[config.mk]
export PLATFORM = sky130hd
export DESIGN_NAME = apb_to_csr_acc_req_flat
export DESIGN_NICKNAME = d
export VERILOG_FILES = /design/src/rtl/apb_to_csr_acc_req_pkg.sv /design/src/rtl/csr_to_ram_bridge_csr_side_if.sv /design/src/rtl/apb_to_csr_acc_req_ack_watchdog.sv /design/src/rtl/apb_to_csr_acc_req.sv /design/src/flat_wrapper.sv
export SDC_FILE = /design/constraint.sdc
export NUM_CORES = 1
export LEC_CHECK = 0
export ABC_AREA = 1
export CELL_PAD_IN_SITES_DETAIL_PLACEMENT = 0
export CELL_PAD_IN_SITES_GLOBAL_PLACEMENT = 1
export CORE_MARGIN = 8
export CORE_UTILIZATION = 31
export DETAILED_ROUTE_END_ITERATION = 16
export PLACE_DENSITY = 0.95
export RECOVER_POWER = 100
export SYNTH_ARGS = -nofsm -noshare
export SYNTH_HDL_FRONTEND = slang
export SYNTH_SLANG_ARGS = --single-unit
[constraint.sdc]
create_clock -name i_clk -period 6.3 [get_ports i_clk]
set_input_delay 1.26 -clock i_clk [delete_from_list [all_inputs] [get_ports i_clk]]
set_output_delay 1.26 -clock i_clk [all_outputs]
set_load 0.01 [all_outputs]
[src/rtl/apb_to_csr_acc_req_pkg.sv]
// Shared types and helpers for the APB-to-CSR access request bridge.
package apb_to_csr_acc_req_pkg;

  // Transfer sequencing states.
  typedef enum logic [1:0] {
    ST_IDLE     = 2'd0,
    ST_WAIT_ACK = 2'd1,
    ST_RESP     = 2'd2
  } state_t;

  localparam int unsigned BITS_PER_BYTE = 8;

  // Widen one byte strobe into the eight bit enables it governs.
  function automatic logic [7:0] expand_strb(input logic strb);
    return {8{strb}};
  endfunction

endpackage

[src/rtl/csr_to_ram_bridge_csr_side_if.sv]
// CSR-side access bus between a bus slave and the CSR-to-RAM bridge.
interface csr_to_ram_bridge_csr_side_if #(
  parameter int unsigned WORD_BIT_WIDTH      = 32,
  parameter int unsigned BYTE_ADDR_BIT_WIDTH = 8
);

  logic                           acc_req;
  logic                           acc_req_is_wr;
  logic [BYTE_ADDR_BIT_WIDTH-1:0] byte_addr;
  logic [WORD_BIT_WIDTH-1:0]      wr_data;
  logic [WORD_BIT_WIDTH-1:0]      wr_bit_en;
  logic                           rd_ack;
  logic [WORD_BIT_WIDTH-1:0]      rd_data;
  logic                           wr_ack;

  modport mst_port (
    output acc_req, acc_req_is_wr, byte_addr, wr_data, wr_bit_en,
    input  rd_ack, rd_data, wr_ack
  );

  modport slv_port (
    input  acc_req, acc_req_is_wr, byte_addr, wr_data, wr_bit_en,
    output rd_ack, rd_data, wr_ack
  );

endinterface

[src/rtl/apb_to_csr_acc_req_ack_watchdog.sv]
// Saturating cycle counter that flags when an acknowledge has taken too long.
module ack_watchdog #(
  parameter int unsigned TERMINAL_COUNT = 16
) (
  input  logic i_clk,
  input  logic i_async_rst,
  input  logic i_clear,
  input  logic i_enable,
  output logic o_expired
);

  localparam int unsigned CNT_W = $clog2(TERMINAL_COUNT + 1);
  localparam logic [CNT_W-1:0] TC_VAL  = CNT_W'(TERMINAL_COUNT);
  localparam logic [CNT_W-1:0] ONE_VAL = CNT_W'(1);

  logic [CNT_W-1:0] cnt_d;
  logic [CNT_W-1:0] cnt_q;

  // Next count: clear outside a wait, otherwise count up and stick at terminal.
  always_comb begin
    cnt_d = cnt_q;
    if (i_clear) begin
      cnt_d = {CNT_W{1'b0}};
    end else if (i_enable && (cnt_q != TC_VAL)) begin
      cnt_d = cnt_q + ONE_VAL;
    end else begin
      cnt_d = cnt_q;
    end
  end

  // Counter register.
  always_ff @(posedge i_clk or posedge i_async_rst) begin
    if (i_async_rst) begin
      cnt_q <= {CNT_W{1'b0}};
    end else begin
      cnt_q <= cnt_d;
    end
  end

  assign o_expired = (cnt_q == TC_VAL);

endmodule

[src/rtl/apb_to_csr_acc_req.sv]
// APB4 slave issuing one single-cycle CSR access request per transfer and
// stalling PREADY until the matching acknowledge or a watchdog timeout.
module apb_to_csr_acc_req
  import apb_to_csr_acc_req_pkg::*;
#(
  parameter int unsigned WORD_BIT_WIDTH      = 32,
  parameter int unsigned BYTE_ADDR_BIT_WIDTH = 8,
  parameter int unsigned ACK_TIMEOUT_CYCLES  = 16
) (
  input  logic                           i_clk,
  input  logic                           i_async_rst,
  input  logic                           i_psel,
  input  logic                           i_penable,
  input  logic                           i_pwrite,
  input  logic [BYTE_ADDR_BIT_WIDTH-1:0] i_paddr,
  input  logic [WORD_BIT_WIDTH-1:0]      i_pwdata,
  input  logic [WORD_BIT_WIDTH/8-1:0]    i_pstrb,
  output logic                           o_pready,
  output logic [WORD_BIT_WIDTH-1:0]      o_prdata,
  output logic                           o_pslverr,
  csr_to_ram_bridge_csr_side_if.mst_port if_csr_side
);

  localparam int STRB_W = WORD_BIT_WIDTH / BITS_PER_BYTE;

  // Reject configurations the bridge or the watchdog cannot honour.
  if (ACK_TIMEOUT_CYCLES < 3) begin : g_bad_timeout
    $error("ACK_TIMEOUT_CYCLES must be at least 3");
  end
  if ((WORD_BIT_WIDTH < 8) || ((WORD_BIT_WIDTH & (WORD_BIT_WIDTH - 1)) != 0)) begin : g_bad_word
    $error("WORD_BIT_WIDTH must be a power of two and at least 8");
  end
  if (($bits(if_csr_side.wr_data) != WORD_BIT_WIDTH) ||
      ($bits(if_csr_side.byte_addr) != BYTE_ADDR_BIT_WIDTH)) begin : g_bad_if
    $error("csr-side interface widths differ from this block's widths");
  end

  state_t                         state_d, state_q;
  logic                           acc_req_d, acc_req_q;
  logic                           is_wr_d, is_wr_q;
  logic [BYTE_ADDR_BIT_WIDTH-1:0] byte_addr_d, byte_addr_q;
  logic [WORD_BIT_WIDTH-1:0]      wr_data_d, wr_data_q;
  logic [WORD_BIT_WIDTH-1:0]      wr_bit_en_d, wr_bit_en_q;
  logic                           pready_d, pready_q;
  logic                           pslverr_d, pslverr_q;
  logic [WORD_BIT_WIDTH-1:0]      prdata_d, prdata_q;

  logic setup_s;
  logic ack_match_s;
  logic expired_s;

  assign setup_s     = i_psel && !i_penable;
  assign ack_match_s = is_wr_q ? if_csr_side.wr_ack : if_csr_side.rd_ack;

  ack_watchdog #(
    .TERMINAL_COUNT (ACK_TIMEOUT_CYCLES)
  ) u_ack_watchdog (
    .i_clk       (i_clk),
    .i_async_rst (i_async_rst),
    .i_clear     (state_q != ST_WAIT_ACK),
    .i_enable    (state_q == ST_WAIT_ACK),
    .o_expired   (expired_s)
  );

  // Transfer sequencing: capture on setup, wait for ack or timeout, pulse response.
  always_comb begin
    state_d     = state_q;
    acc_req_d   = 1'b0;
    is_wr_d     = is_wr_q;
    byte_addr_d = byte_addr_q;
    wr_data_d   = wr_data_q;
    wr_bit_en_d = wr_bit_en_q;
    pready_d    = 1'b0;
    pslverr_d   = 1'b0;
    prdata_d    = prdata_q;
    case (state_q)
      ST_IDLE: begin
        if (setup_s) begin
          acc_req_d   = 1'b1;
          is_wr_d     = i_pwrite;
          byte_addr_d = i_paddr;
          wr_data_d   = i_pwrite ? i_pwdata : {WORD_BIT_WIDTH{1'b0}};
          for (int k = 0; k < STRB_W; k++) begin
            wr_bit_en_d[8*k +: 8] = i_pwrite ? expand_strb(i_pstrb[k]) : 8'h00;
          end
          state_d = ST_WAIT_ACK;
        end else begin
          state_d = ST_IDLE;
        end
      end
      ST_WAIT_ACK: begin
        // An acknowledge coinciding with expiry still completes cleanly.
        if (ack_match_s) begin
          pready_d  = 1'b1;
          pslverr_d = 1'b0;
          if (!is_wr_q) begin
            prdata_d = if_csr_side.rd_data;
          end else begin
            prdata_d = prdata_q;
          end
          state_d = ST_RESP;
        end else if (expired_s) begin
          pready_d  = 1'b1;
          pslverr_d = 1'b1;
          prdata_d  = {WORD_BIT_WIDTH{1'b0}};
          state_d   = ST_RESP;
        end else begin
          state_d = ST_WAIT_ACK;
        end
      end
      ST_RESP: begin
        state_d = ST_IDLE;
      end
      default: begin
        state_d = ST_IDLE;
      end
    endcase
  end

  // State and output registers.
  always_ff @(posedge i_clk or posedge i_async_rst) begin
    if (i_async_rst) begin
      state_q     <= ST_IDLE;
      acc_req_q   <= 1'b0;
      is_wr_q     <= 1'b0;
      byte_addr_q <= {BYTE_ADDR_BIT_WIDTH{1'b0}};
      wr_data_q   <= {WORD_BIT_WIDTH{1'b0}};
      wr_bit_en_q <= {WORD_BIT_WIDTH{1'b0}};
      pready_q    <= 1'b0;
      pslverr_q   <= 1'b0;
      prdata_q    <= {WORD_BIT_WIDTH{1'b0}};
    end else begin
      state_q     <= state_d;
      acc_req_q   <= acc_req_d;
      is_wr_q     <= is_wr_d;
      byte_addr_q <= byte_addr_d;
      wr_data_q   <= wr_data_d;
      wr_bit_en_q <= wr_bit_en_d;
      pready_q    <= pready_d;
      pslverr_q   <= pslverr_d;
      prdata_q    <= prdata_d;
    end
  end

  assign o_pready                  = pready_q;
  assign o_pslverr                 = pslverr_q;
  assign o_prdata                  = prdata_q;
  assign if_csr_side.acc_req       = acc_req_q;
  assign if_csr_side.acc_req_is_wr = is_wr_q;
  assign if_csr_side.byte_addr     = byte_addr_q;
  assign if_csr_side.wr_data       = wr_data_q;
  assign if_csr_side.wr_bit_en     = wr_bit_en_q;

endmodule

[src/flat_wrapper.sv]
// flat-port wrapper written by rule: the top's interface ports become plain ports
module apb_to_csr_acc_req_flat import apb_to_csr_acc_req_pkg::*;
#(
  parameter int unsigned WORD_BIT_WIDTH      = 32,
  parameter int unsigned BYTE_ADDR_BIT_WIDTH = 8,
  parameter int unsigned ACK_TIMEOUT_CYCLES  = 16
)
  (i_clk, i_async_rst, i_psel, i_penable, i_pwrite, i_paddr, i_pwdata, i_pstrb, o_pready, o_prdata, o_pslverr, if_csr_side_acc_req, if_csr_side_acc_req_is_wr, if_csr_side_byte_addr, if_csr_side_wr_data, if_csr_side_wr_bit_en, if_csr_side_rd_ack, if_csr_side_rd_data, if_csr_side_wr_ack);
  csr_to_ram_bridge_csr_side_if #(.WORD_BIT_WIDTH(WORD_BIT_WIDTH), .BYTE_ADDR_BIT_WIDTH(BYTE_ADDR_BIT_WIDTH)) if_csr_side_i ();
  input  logic i_clk;
  input  logic i_async_rst;
  input  logic i_psel;
  input  logic i_penable;
  input  logic i_pwrite;
  input  logic [BYTE_ADDR_BIT_WIDTH-1:0] i_paddr;
  input  logic [WORD_BIT_WIDTH-1:0] i_pwdata;
  input  logic [WORD_BIT_WIDTH/8-1:0] i_pstrb;
  output logic o_pready;
  output logic [WORD_BIT_WIDTH-1:0] o_prdata;
  output logic o_pslverr;
  output wire logic [$bits(if_csr_side_i.acc_req)-1:0] if_csr_side_acc_req;
  output wire logic [$bits(if_csr_side_i.acc_req_is_wr)-1:0] if_csr_side_acc_req_is_wr;
  output wire logic [$bits(if_csr_side_i.byte_addr)-1:0] if_csr_side_byte_addr;
  output wire logic [$bits(if_csr_side_i.wr_data)-1:0] if_csr_side_wr_data;
  output wire logic [$bits(if_csr_side_i.wr_bit_en)-1:0] if_csr_side_wr_bit_en;
  input wire logic [$bits(if_csr_side_i.rd_ack)-1:0] if_csr_side_rd_ack;
  input wire logic [$bits(if_csr_side_i.rd_data)-1:0] if_csr_side_rd_data;
  input wire logic [$bits(if_csr_side_i.wr_ack)-1:0] if_csr_side_wr_ack;
  assign if_csr_side_acc_req = if_csr_side_i.acc_req;
  assign if_csr_side_acc_req_is_wr = if_csr_side_i.acc_req_is_wr;
  assign if_csr_side_byte_addr = if_csr_side_i.byte_addr;
  assign if_csr_side_wr_data = if_csr_side_i.wr_data;
  assign if_csr_side_wr_bit_en = if_csr_side_i.wr_bit_en;
  assign if_csr_side_i.rd_ack = if_csr_side_rd_ack;
  assign if_csr_side_i.rd_data = if_csr_side_rd_data;
  assign if_csr_side_i.wr_ack = if_csr_side_wr_ack;
  apb_to_csr_acc_req #(.WORD_BIT_WIDTH(WORD_BIT_WIDTH), .BYTE_ADDR_BIT_WIDTH(BYTE_ADDR_BIT_WIDTH), .ACK_TIMEOUT_CYCLES(ACK_TIMEOUT_CYCLES)) u_core (.i_clk(i_clk), .i_async_rst(i_async_rst), .i_psel(i_psel), .i_penable(i_penable), .i_pwrite(i_pwrite), .i_paddr(i_paddr), .i_pwdata(i_pwdata), .i_pstrb(i_pstrb), .o_pready(o_pready), .o_prdata(o_prdata), .o_pslverr(o_pslverr), .if_csr_side(if_csr_side_i));
endmodule
==> results of run 1 <==
worst max-delay path, cell delays in order:
cell and delay, ns:
dlygate4sd3_1 0.54, inv_1 0.07, nor2_1 0.04, nand2_1 1.53, inv_1 0.60, nand2_1 0.21, o21ai_0 0.11
routing by layer:
| layer | wire length [µm] | part of all wire [%] |
|---|---|---|
| met5 | 0 | 0 |
| met3 | 1160 | 9.9 |
| met4 | 135 | 1.2 |
| met2 | 5430 | 47 |
| met1 | 4960 | 42 |
flip-flops by register name, indices dropped and copies added, names as in the netlist:
| name | flops |
|---|---|
| u_core.state_q | 2 |
| u_core.o_pready | 1 |
| u_core.if_csr_side.wr_bit_en | 4 |
| u_core.o_prdata | 32 |
| u_core.if_csr_side.acc_req | 1 |
| u_core.if_csr_side.wr_data | 32 |
| u_core.if_csr_side.acc_req_is_wr | 1 |
| u_core.if_csr_side.byte_addr | 8 |
| u_core.u_ack_watchdog.cnt_q | 5 |
| u_core.o_pslverr | 1 |
area by class of cell:
class | instances | share of cell area [%]
Clock buffer | 13 | 4.44
Timing Repair Buffer | 192 | 31.5
Multi-Input combinational cell | 296 | 21.4
Clock inverter | 3 | 0.658
Sequential cell | 87 | 35.8
Tap cell | 172 | 3.54
Inverter | 44 | 2.73
worst max path at each step:
stage / start / end / slack [ns] / cells past startpoint
2_1_floorplan: i_async_rst / u_core.if_csr_side.acc_req$_DFF_PP0_ / 2.79 / 1
3_3_place_gp: i_penable / u_core.if_csr_side.acc_req_is_wr$_DFFE_PP0N_ / 2.85 / 6
3_5_place_dp: i_penable / u_core.if_csr_side.acc_req_is_wr$_DFFE_PP0N_ / 2.80 / 6
4_1_cts: i_penable / u_core.if_csr_side.acc_req_is_wr$_DFFE_PP0N_ / 3.15 / 6
5_1_grt: i_psel / u_core.if_csr_side.acc_req_is_wr$_DFFE_PP0N_ / 1.65 / 7
6_report: i_psel / u_core.if_csr_side.acc_req_is_wr$_DFFE_PP0N_ / 2.11 / 7
power groups by stage:
stage | clock, mW | combinational [mW] | sequential (mW)
after floorplan | 0 | 0.468 | 0.938
after global placement | 0 | 1.04 | 0.868
final | 0.536 | 0.957 | 0.856
after CTS | 0.560 | 1.07 | 0.871
after global routing | 0.580 | 1.05 | 0.882
after detailed placement | 0 | 1.07 | 0.877
stage by stage:
step | hold slack (ns) | instances
global route | 0.491 | 807
global placement | 0.462 | 791
CTS | 0.476 | 807
detailed placement | 0.460 | 791
finish | 0.467 | 807
floorplan | 0.506 | 483
cell usage in the layout (no fill, tap or decap):
cell type,synthesis,layout
a21oi_1,4,4
buf_4,29,1
bufinv_16,0,1
clkbuf_1,9,1
clkbuf_16,0,9
clkbuf_2,0,1
clkbuf_8,0,3
clkdlybuf4s50_1,0,80
clkinv_2,0,2
clkinvlp_2,0,1
dfrtp_1,87,87
dlygate4sd3_1,0,110
ha_1,2,2
inv_1,43,42
inv_2,1,1
nand2_1,167,168
nand2_2,4,3
nand2_4,1,1
nand3_1,4,5
nand4_1,32,32
nor2_1,35,36
nor2_2,1,1
nor3_1,1,1
o21ai_0,39,40
or2_2,1,1
xnor2_1,1,1
xor2_1,1,1
kinds of logic after synthesis:
logic type               synth area share (%)
adder cells (fa/ha/maj)                 0.621
XOR/XNOR                                0.435
AND/OR/NAND/NOR                          26.4
AO/OA/AOI/OAI                            5.47
buffers and inverters                    13.1
flip-flops                               54.1
==> results by group, run 1 <==
Critical path
  • Reg2reg start: u_core.state_q[1]$_DFF_PP0_
  • Setup slack, reg-to-reg: about 2.4 ns
  • CP startpoint kind: input pin
  • Reg2Reg Depth: 4
  • Type of destination of the critical path: flop
  • Worst EP arrival: 4.37 ns
  • Worst Path Max Fanout: 82
  • Worst path required time: 6.48 ns
  • Reg2reg end: u_core.o_prdata[13]$_DFFE_PP0P_
  • Critical path class: input pin to flop

Finish
  • Fin nets: between 700 and 800
  • Fill cells: approximately 1.2k
  • Final design utilization: just under 50%
  • Multi-input gate area: approximately 1300 µm²
  • Synth-to-Final Area Change: 51.1%
  • Antenna Cells: 0
  • Sequential standard cell area: approximately 2200 µm²
  • Design Area, Final: 6080 µm²
  • Share of layout cells above drive strength 1: under 10%

CTS
  • TritonCTS clock tree: yes
  • Post-CTS sizing: 0
  • Clk slew on worst S/H paths: roughly 0.060 ns
  • CTS buffer count: 9
  • # hold bufs at CTS: 0
  • CTS H-tree depth: 3
  • Clock sink count: 87
  • CTS root buf: clkbuf_16
  • Clk buf depth: 2
  • Post-CTS setup buffers: 0
  • Clk_lat worst skew: 0.32 ns

STA
  • Slew Viols, Final: between 200 and 250
  • Worst Slack Setup Final: roughly 2.1 ns
  • FMAX: roughly 240 MHz
  • Worst-margin pin slew: between 2 and 2.5 ns
  • Setup Skew: roughly 0.0065 ns
  • Fin crit period: about 4.2 ns
  • Max_slew headroom: -52.7%
  • Fin crit share: about two thirds
  • RSZ-0062 raised after global routing: no
  • Final hold viol count: 0
  • Setup violators final: 0
  • Setup TNS: 0 ns

Routing
  • Final WL: roughly 12000 µm
  • Via count: between 3k and 4k
  • DR vias/cell: approximately 4.5
  • DRT iter0 DRCs: roughly 170
  • Wire length per cell: between 10 and 15 µm
  • Remaining antenna violation count: 0
  • Residual DRC: 0
  • DRT Pass-1 Iters: 5

Placement
  • Count of input and output buffers: 190
  • Post-placement worst setup slack: roughly 2.8 ns
  • Hpwl dp: slightly below 9000 µm
  • DP Area: about 5800 µm²
  • Placer Congestion: 0.754

Synthesis
  • Syn_nets: between 500 and 600
  • Syn. warnings: 0
  • Mapped Area: 4030 µm²
  • Yosys top cell by area: dfrtp_1
  • Post-synth EDFFs: 0
  • Register bit total from synthesis: 87
  • Synth top area share: 54.1%
  • Synth async-reset ratio: 100%
  • Cells after Synth: between 400 and 500
  • Synth area leaders: dfrtp_1 54%, nand2_1 16%, buf_4 5.4%
  • Post-synth top cells: 167 x nand2_1, 87 x dfrtp_1, 43 x inv_1
  • Synth Flop Type: dfrtp_1
  • Library cell with the highest instance count after synthesis: nand2_1
  • Yosys cell types: 24
  • Seq/Total Area, Yosys: between 50% and 60%
  • Syn Area/Cell: between 8 and 9 µm²

Floorplanning
  • I/O pins: 191
  • CORE AREA: 12700 µm²
  • Die H: around 130 µm
  • Initial Util: 31.8%
  • Die W: about 130 µm
  • # rows: about 40
  • Die Footprint: 16900 µm²

Power
  • PwrDens: approximately 390 nW/µm²
  • Seq pwr share: 36.4%
  • Psw: 816 µW
  • Internal power: ~1.5 mW
  • Switch share: 34.8%
  • Comb pwr share: 40.7%
  • Leakage Power: 3.15 nW
  • Clk pwr share: ~23%
  • Pwr Total: 2.35 mW
  • VDD IR max: 124 µV

Outcome
  • Failing checks: max-capacitance violations, max-slew violations
  • Outcome: finished, violations left

Global routing
  • M1 GR Usage: 16.2%
  • First-pass GRT wire length: roughly 19000 µm
  • Vias in the first global route: roughly 3.6k
  • M2 GR Usage: about 23%
  • Total gr overflow: 0
  • Largest net degree at the start of global routing: ~90
  • Most used routing layer: met2
  • M3 GR Usage: 3.96%
  • Tot GR Track Use: about 14%
  • Initial antenna violation count: 0

Worst hold path
  • Hold wc startpoint: u_core.o_prdata[10]$_DFFE_PP0P_
  • WHS Path Cells: 2
  • HP Class: flop to flop
  • Worst Hold End: u_core.o_prdata[10]$_DFFE_PP0P_

Flow run
  • Max-cap violation count: 3
No activity file was read; power rests on OpenSTA's default activity.
==> inputs of run 2 (changes only) <==
--- a/config.mk
+++ b/config.mk
@@ -9,9 +9,9 @@
 export CELL_PAD_IN_SITES_DETAIL_PLACEMENT = 0
 export CELL_PAD_IN_SITES_GLOBAL_PLACEMENT = 1
 export CORE_MARGIN = 8
-export CORE_UTILIZATION = 31
+export CORE_UTILIZATION = 26
 export DETAILED_ROUTE_END_ITERATION = 16
-export PLACE_DENSITY = 0.95
+export PLACE_DENSITY = 0.88
 export RECOVER_POWER = 100
 export SYNTH_ARGS = -nofsm -noshare
 export SYNTH_HDL_FRONTEND = slang
==> constraint.sdc (replaced) <==
create_clock -name i_clk -period 3.6 [get_ports i_clk]
set_input_delay 0.72 -clock i_clk [delete_from_list [all_inputs] [get_ports i_clk]]
set_output_delay 0.72 -clock i_clk [all_outputs]
set_load 0.01 [all_outputs]
==> run 2 against run 1 <==
  * The run still ends with max-capacitance violations, max-slew violations left
  * Global-route usage decreased by 1.8 points
  * Sequential share of layout area fell by 0.20 points
  * First-iteration DRC count rose by 1.8%
  * Clock power grew 62%
  * Worst hold slack gained 0.00088 ns
  * Clock skew fell by 0.00090 ns
  * Total power grew 72%
  * Setup slack worse by 1.1 ns
  * Highest routed layer unchanged
==> results by group, run 2 (synthesis gave the netlist of run 1 again) <==
Placement
  • Hpwl dp: 8460 µm (-3.5%)
  • Cell total after placement: 809 (+2.3%)
  • DP Area: 5850 µm² (+0.84%)
  • Count of input and output buffers: 190 (unchanged)
  • Post-placement worst setup slack: 1.08 ns (-1.73 ns)
  • Placer Congestion: 0.762 (+1.1%)

CTS
  • CTS H-tree depth: 3 (unchanged)
  • Clk buf depth: 2 (unchanged)
  • Post-CTS setup buffers: 0 (unchanged)
  • # hold bufs at CTS: 0 (unchanged)
  • CTS root buf: clkbuf_16
  • Clk_lat worst skew: 0.34 ns (+0.02 ns)
  • Clock sink count: 87 (unchanged)
  • Clk slew on worst S/H paths: 0.06 ns (about the same)
  • TritonCTS clock tree: yes
  • Post-CTS sizing: 0 (unchanged)
  • CTS buffer count: 9 (unchanged)

STA
  • FMAX: 393 MHz
  • RSZ-0062 raised after global routing: no
  • Final hold viol count: 0 (unchanged)
  • Setup Skew: 0.00560 ns (-0.000898 ns)
  • Worst-margin pin slew: 1.69 ns (-0.588 ns)
  • Setup violators final: 0 (unchanged)
  • Slew Viols, Final: 37 (-82%)
  • Fin crit share: a little over two thirds
  • Setup TNS: 0 ns (unchanged)
  • Worst Slack Setup Final: 1.06 ns (-1.06 ns)
  • Max_slew headroom: -13.6% (+39 points)
  • Worst hold slack: 0.467 ns (+0.000879 ns)
  • Fin crit period: ~2.5 ns

Routing
  • Wire length per cell: 14.2 µm (-1.7%)
  • Remaining antenna violation count: 0 (unchanged)
  • DRT iter0 DRCs: 174 (+1.8%)
  • Final WL: 11700 µm (+0.50%)
  • Residual DRC: 0 (unchanged)
  • DRT Pass-1 Iters: 5 (unchanged)
  • DR vias/cell: 4.29 (-4.0%)
  • Via count: 3541 (-1.8%)

Finish
  • Fill cells: 1547 (+29%)
  • Synth-to-Final Area Change: 52.0%
  • Antenna Cells: 0 (unchanged)
  • Design Area, Final: 6120 µm² (+0.56%)
  • Fin nets: 717 (+0.28%)
  • Final std cells w/o fill: 825 (+2.2%)
  • Commonest non-fill, non-tap cells in the layout: 168 x nand2_1, 111 x dlygate4sd3_1, 87 x dfrtp_1, 79 x clkdlybuf4s50_1, 42 x inv_1
  • Share of layout cells above drive strength 1: 4.55% (+0.62 points)
  • Final design utilization: 40.4% (-7.6 points)
  • Most common cell after layout, fill and taps aside: nand2_1

Floorplanning
  • I/O pins: 191 (unchanged)
  • # rows: 45 (+9.8%)
  • Die Footprint: 19700 µm² (+17%)
  • Die H: 140 µm (+8.1%)
  • Die W: 140 µm (+8.1%)
  • Initial Util: 26.6% (-5.2 points)
  • CORE AREA: 15100 µm² (+20%)

Power
  • PwrDens: 661 nW/µm² (+71%)
  • Leakage Power: 3.14 nW (-0.25%)
  • Pwr Total: 4.04 mW (+72%)
  • VDD IR max: 209 µV (+69%)

Critical path
  • Worst EP arrival: 2.69 ns (-1.68 ns)
  • Type of destination of the critical path: flop
  • Worst Path Max Fanout: 81 (-1.2%)
  • Critical path launch point: i_psel
  • Reg2Reg Depth: 4 (unchanged)
  • Crit path capture: u_core.if_csr_side.wr_data[15]$_DFFE_PP0N_
  • Reg2reg end: u_core.if_csr_side.wr_data[15]$_DFFE_PP0N_
  • Reg2reg start: u_core.state_q[1]$_DFF_PP0_
  • Setup slack, reg-to-reg: 1.61 ns (-0.78 ns)
  • CP startpoint kind: input pin
  • Critical path class: input pin to flop
  • Worst path required time: 3.75 ns (-2.73 ns)

Global routing
  • Total gr overflow: 0 (unchanged)
  • Vias in the first global route: 3601 (-1.2%)
  • Largest net degree at the start of global routing: 82 (-6.8%)
  • Initial antenna violation count: 0 (unchanged)
  • First-pass GRT wire length: 18900 µm (+1.8%)
  • Tot GR Track Use: 11.8% (-1.8 points)

Flow run
  • Max-cap violation count: 1 (-2)

Outcome
  • Failing checks: max-capacitance violations, max-slew violations
  • Outcome: finished, violations left

Worst hold path
  • HP Class: flop to flop
==> run 2: worst min-delay path by stage <==
| stage | startpoint | endpoint | slack (ns) | depth (start not counted) |
|---|---|---|---|---|
| 6_report | u_core.o_prdata[14]$_DFFE_PP0P_ | u_core.o_prdata[14]$_DFFE_PP0P_ | 0.47 | 2 |
| 3_3_place_gp | u_core.o_prdata[1]$_DFFE_PP0P_ | u_core.o_prdata[1]$_DFFE_PP0P_ | 0.45 | 2 |
| 4_1_cts | u_core.o_prdata[14]$_DFFE_PP0P_ | u_core.o_prdata[14]$_DFFE_PP0P_ | 0.48 | 2 |
| 3_5_place_dp | u_core.o_prdata[14]$_DFFE_PP0P_ | u_core.o_prdata[14]$_DFFE_PP0P_ | 0.46 | 2 |
| 5_1_grt | u_core.o_prdata[29]$_DFFE_PP0P_ | u_core.o_prdata[29]$_DFFE_PP0P_ | 0.49 | 2 |
| 2_1_floorplan | u_core.o_prdata[0]$_DFFE_PP0P_ | u_core.o_prdata[0]$_DFFE_PP0P_ | 0.51 | 2 |
==> run 2: worst max-delay path: stages <==
cell	delay, ns
dlygate4sd3_1	0.54
inv_1	0.06
nor2_1	0.04
nand2_2	0.05
clkbuf_2	0.99
o21ai_0	0.23
==> run 2: area by class of cell <==
class                           count  area [µm²]  share of cell area (%)
Inverter                           44         166                    2.72
Timing Repair Buffer              194        1940                    31.7
Clock inverter                      5        33.8                   0.552
Tap cell                          188         235                    3.84
Multi-Input combinational cell    296        1320                    21.6
Clock buffer                       11         243                    3.97
Sequential cell                    87        2180                    35.6
==> run 2: where the power goes <==
group / total (mW) / switching, mW / leakage [nW] / internal (mW)
Combinational: 1.69 / 0.889 / 1.86 / 0.800
Sequential: 1.49 / 0.191 / 1.15 / 1.30
Clock: 0.869 / 0.383 / 0.132 / 0.485
==> run 2: metal layers <==
metal / GRT usage, % / up-vias / part of all wire [%]
li1: - / 1780 / -
met1: 14.8 / 1593 / 46
met3: 5.03 / 13 / 10
met5: 0 / - / 0
met4: 4.29 / 0 / 1.4
met2: 17.8 / 155 / 43
